`config.mk`:
```
export PLATFORM = sky130hd
export DESIGN_NAME = fetch_ctrl
export DESIGN_NICKNAME = d
export VERILOG_FILES = /design/src/rtl/fetch_ctrl.sv
export SDC_FILE = /design/constraint.sdc
export NUM_CORES = 1
export LEC_CHECK = 0
export BUFFER_PORTS_ARGS = -buffer_cell sky130_fd_sc_hd__buf_2
export CORE_MARGIN = 1
export CORE_UTILIZATION = 55
export CTS_CLUSTER_DIAMETER = 30
export CTS_CLUSTER_SIZE = 10
export DETAILED_ROUTE_END_ITERATION = 12
export GPL_TIMING_DRIVEN = 1
export PLACE_DENSITY = 0.86
export SYNTH_ARGS = -nofsm -noshare
export SYNTH_HDL_FRONTEND = slang
export SYNTH_SLANG_ARGS = --single-unit
```
`constraint.sdc`:
```
create_clock -name clk -period 5.7 [get_ports clk]
set_input_delay 0.285 -clock clk [delete_from_list [all_inputs] [get_ports clk]]
set_output_delay 0.285 -clock clk [all_outputs]
set_load 0.005 [all_outputs]
```
`src/rtl/fetch_ctrl.sv`:
```
// rtl/fetch_ctrl.sv - instruction-fetch controller: PC register, single outstanding imem read, one-entry decode buffer
module fetch_ctrl #(
    parameter logic [31:0] RESET_PC = 32'h0000_0000
) (
    input  logic        clk,
    input  logic        rst,
    input  logic        redirect,
    input  logic [31:0] redirect_pc,
    output logic        imem_req,
    output logic [31:0] imem_addr,
    input  logic        imem_ready,
    input  logic [31:0] imem_rdata,
    output logic        inst_valid,
    output logic [31:0] inst,
    output logic [31:0] inst_pc,
    input  logic        inst_ack,
    output logic [31:0] pc
);

    typedef enum logic [1:0] {
        S_FETCH   = 2'd0,
        S_BLOCKED = 2'd1,
        S_KILL    = 2'd2
    } state_t;

    state_t      r_state;
    state_t      w_next_state;
    logic [31:0] r_pc;
    logic [31:0] r_pending_pc;
    logic [31:0] r_inst;
    logic [31:0] r_inst_pc;
    logic        r_inst_valid;
    logic [31:0] w_target;

    assign w_target = {redirect_pc[31:2], 2'b00};

    always_ff @(posedge clk) begin
        if (rst) begin
            r_state <= S_FETCH;
        end else begin
            r_state <= w_next_state;
        end
    end

    always_comb begin
        w_next_state = r_state;
        case (r_state)
            S_FETCH: begin
                if (imem_ready) begin
                    w_next_state = redirect ? S_FETCH : S_BLOCKED;
                end else if (redirect) begin
                    w_next_state = S_KILL;
                end
            end
            S_BLOCKED: begin
                if (redirect || inst_ack) begin
                    w_next_state = S_FETCH;
                end
            end
            S_KILL: begin
                if (imem_ready) begin
                    w_next_state = S_FETCH;
                end
            end
            default: w_next_state = S_FETCH;
        endcase
    end

    // r_pc is frozen while a request is outstanding, so it doubles as the in-flight address in KILL
    always_comb begin
        imem_req   = (r_state == S_FETCH) || (r_state == S_KILL);
        imem_addr  = r_pc;
        inst_valid = r_inst_valid;
        inst       = r_inst;
        inst_pc    = r_inst_pc;
        pc         = r_pc;
    end

    always_ff @(posedge clk) begin
        if (rst) begin
            r_pc         <= RESET_PC;
            r_pending_pc <= 32'h0000_0000;
            r_inst       <= 32'h0000_0000;
            r_inst_pc    <= 32'h0000_0000;
            r_inst_valid <= 1'b0;
        end else begin
            case (r_state)
                S_FETCH: begin
                    if (imem_ready) begin
                        if (redirect) begin
                            r_pc         <= w_target;
                            r_inst_valid <= 1'b0;
                        end else begin
                            r_inst       <= imem_rdata;
                            r_inst_pc    <= r_pc;
                            r_inst_valid <= 1'b1;
                            r_pc         <= r_pc + 32'd4;
                        end
                    end else if (redirect) begin
                        r_pending_pc <= w_target;
                        r_inst_valid <= 1'b0;
                    end
                end
                S_BLOCKED: begin
                    if (redirect) begin
                        r_pc         <= w_target;
                        r_inst_valid <= 1'b0;
                    end else if (inst_ack) begin
                        r_inst_valid <= 1'b0;
                    end
                end
                S_KILL: begin
                    // returning data belongs to the abandoned stream; only the newest target survives
                    if (imem_ready) begin
                        r_pc <= redirect ? w_target : r_pending_pc;
                    end else if (redirect) begin
                        r_pending_pc <= w_target;
                    end
                    r_inst_valid <= 1'b0;
                end
                default: r_inst_valid <= 1'b0;
            endcase
        end
    end

endmodule

```
==> run summary <==
CP delay by family, top: compound AO/OA/AOI/OAI gates
Die Wd: 107.1 um
crit path capture type: register
final setup fails: 0
worst min-delay path category: in -> reg
Ant. Diodes: 0
hold_sp: imem_rdata[5]
leakage power: 3.297 nW
total congestion overflow: 0
RSZ-0062 raised after global routing: no
die footprint: 11470 um2
share of the synthesized area in the top cell type: 43.16%
routed vias: 6306
worst-skew pair later-pin latency: 0.52 ns
largest area contributor in the netlist: dfxtp_1
Root Driver: clkbuf_8
Final ANT Viol Nets: 0
wirelength, routed: 17.51 mm
Crit-path slowest cell: a22o_1
Nets: 1033
H-tree levels: 4
FF-to-FF End: imem_addr[27]$_SDFFE_PP0P_
Iter 0 DRT Violations: 527
clk_skew: 0.006528 ns
CTS clk-pin slew, worst paths: 0.06 ns
vias in the first global route: 5532
R2R cell count: 7
Mapped Cells: 786
startpoint types: register
Setup CP Type: reg -> reg
CP Buf/Inv Count: 1
total global-route track usage: 30.53%
cells along the critical path: inv_1, ha_1, nand2b_1, a22o_1, a22o_1, a211oi_1, a2111oi_1
Post-CTS Setup Bufs: 0
Initial Utilization: 56.29%
crit share post-route: 46.37%
setup_tns: 0 ns
Detailed Routing Iterations Pass 1: 7
register bit count reported by yosys: 131
PostCTS Resize Cnt: 0
Die H: 107.1 um
Residual DRC: 0
Worst EP arrival: 3.04 ns
layout cells sized above 1: 24.95%
PD cells: 314.4 nW/um2
status: finished, final reports clean
fin. max-slew vios: 0
DP Worst Slack: 3.106 ns
initial antenna violation count: 0
VDD IR max: 0.2170 mV
crit path to: imem_addr[27]$_SDFFE_PP0P_
commonest cells in the netlist: 207 x nand2_1, 131 x dfxtp_1, 118 x a21oi_1
CP most frequent cell: a22o_1
final worst slack: 3.057 ns
Stages on worst setup path: 7
Worst R2R Start: r_state[0]$_SDFFE_PP0P_
first-pass GRT wire length: 27.71 mm
Synth cell types: 56
Fmax: 378.3 MHz
sequential-to-total area share from yosys stat: 43.16%
CTS tree: yes
worst path required time: 6.10 ns
IO Count: 199
# rows: 38
top-count cell post-synth: nand2_1
largest net degree at the start of global routing: 80
I/O Buffers: 196
clk sinks: 131
Post-synth EDFFs: 0
DR WL/cell: 15.77 um
Std-Cell Core Area: 10790 um2
Worst Path Max Fanout: 20
syn_area_per_cell: 7.730 um2
total of warnings raised by yosys: 0
Area growth syn-to-layout: 28.19%
Main synth FF type: dfxtp_1
Max clock buf depth: 2
hpwl dp: 10.38 mm
fin crit period: 2.643 ns
synthesized area: 6076 um2
total CTS buffers: 17
Worst-Margin Slew: 1.242 ns
FF-to-FF setup slack: 3.06 ns
Final Hold Viols: 0
ys async rst share: 0%
crit path from: r_state[0]$_SDFFE_PP0P_
delay of the slowest critical-path stage: 0.74 ns
GP Congestion: 0.8465
Slew headroom: 17.00%
leading post-synthesis cells by cell area: dfxtp_1 43%, nand2_1 13%, a21oi_1 9.7%
vias per inst: 5.681
Net Count, Synth: 860
MaxCap Viol Count: 0
==> where the power goes <==
group / total [mW] / internal (mW) / switching, mW
Clock: 1.00 / 0.630 / 0.374
Combinational: 0.398 / 0.177 / 0.221
Sequential: 1.05 / 0.974 / 0.0722
==> cells in the final DEF, fill, tap and decap left out, types with 3 or more instances in the layout <==
cell type	count
inv_1	12
nor4_1	8
and2_1	4
buf_2	195
a211oi_1	16
nand2b_1	7
o21a_1	3
a21oi_1	118
buf_4	11
dfxtp_1	131
a31oi_1	3
clkbuf_16	16
dlygate4sd3_1	41
o211ai_1	7
mux2i_1	3
o21ai_0	7
nor2b_1	3
clkbuf_1	4
nand2_1	207
nand4_1	12
a221oi_1	21
and3_1	3
nor3_1	9
xnor2_1	6
nor2_1	32
clkbuf_8	6
a221o_1	9
ha_1	5
xor2_1	4
nand3_1	21
nor3b_1	3
a22o_1	4
a211o_1	3
==> worst register-to-register path: cells and delay by family, from the launching register on <==
family	cells	cell delay, ns
flip-flops	1	0.44
buffers and inverters	1	0.09
adder cells (fa/ha/maj)	1	0.39
AND/OR/NAND/NOR	1	0.12
AO/OA/AOI/OAI	4	1.49
==> registers in the layout (all words and copies together), names as in the netlist <==
name,flops
r_state,2
r_pending_pc,32
inst,32
inst_valid,1
imem_addr,32
inst_pc,32
==> worst min path at each step <==
stage                                    end  slack [ns]  cells after the start
6_report                inst[5]$_SDFFE_PP0P_        0.01                      3
5_1_grt        r_pending_pc[19]$_SDFFE_PP0P_       0.006                      3
4_1_cts         r_pending_pc[9]$_SDFFE_PP0P_      0.0009                      3
3_5_place_dp         inst_pc[7]$_SDFFE_PP0P_        0.44                      2
3_3_place_gp           inst[26]$_SDFFE_PP0P_        0.44                      2
2_1_floorplan  r_pending_pc[10]$_SDFFE_PP0P_        0.42                      2
==> cell families after synthesis <==
logic type | synth area share, %
AND/OR/NAND/NOR | 23.21
multiplexers | 0.6796
adder cells (fa/ha/maj) | 1.030
XOR/XNOR | 1.441
buffers and inverters | 8.896
flip-flops | 43.16
AO/OA/AOI/OAI | 21.58
==> per-stage QoR <==
| step | instances | hold WS (ns) | utilization (%) | power, mW | cell area, um2 |
|---|---|---|---|---|---|
| 2_1_floorplan | 786 | 0.4210 | - | 1.308 | 6076 |
| 3_3_place_gp | 1039 | 0.4389 | 63.31 | 1.425 | 6833 |
| 3_5_place_dp | 1039 | 0.4441 | 63.31 | 1.434 | 6833 |
| 4_1_cts | 1110 | 0.0009097 | 72.17 | 2.459 | 7789 |
| 5_1_grt | 1110 | 0.006261 | 72.17 | 2.564 | 7789 |
| 6_report | 1110 | 0.01441 | 72.17 | 2.449 | 7789 |
==> repair_timing <==
action / CTS / global route
hold buffers: 41 / 0
endpoints found under the hold margin: 41 / 0
endpoints found under the setup margin: 0 / 0
==> area by class of cell <==
class	count	area (um2)
clock inverter	4	47.55
timing repair buffer	247	1469
sequential	131	2623
multi-input combinational	549	2928
tap	140	175.2
clock buffer	26	498.0
inverter	13	48.80
fill	851	3004
==> layer usage <==
layer	GRT usage, %	up-vias	routed length [um]
met5	0	-	0
met4	10.76	0	270
met2	51.57	303	8558
met3	7.052	31	1455
li1	-	3040	-
met1	37.99	2932	7223
(Power assumes the default switching activity.)
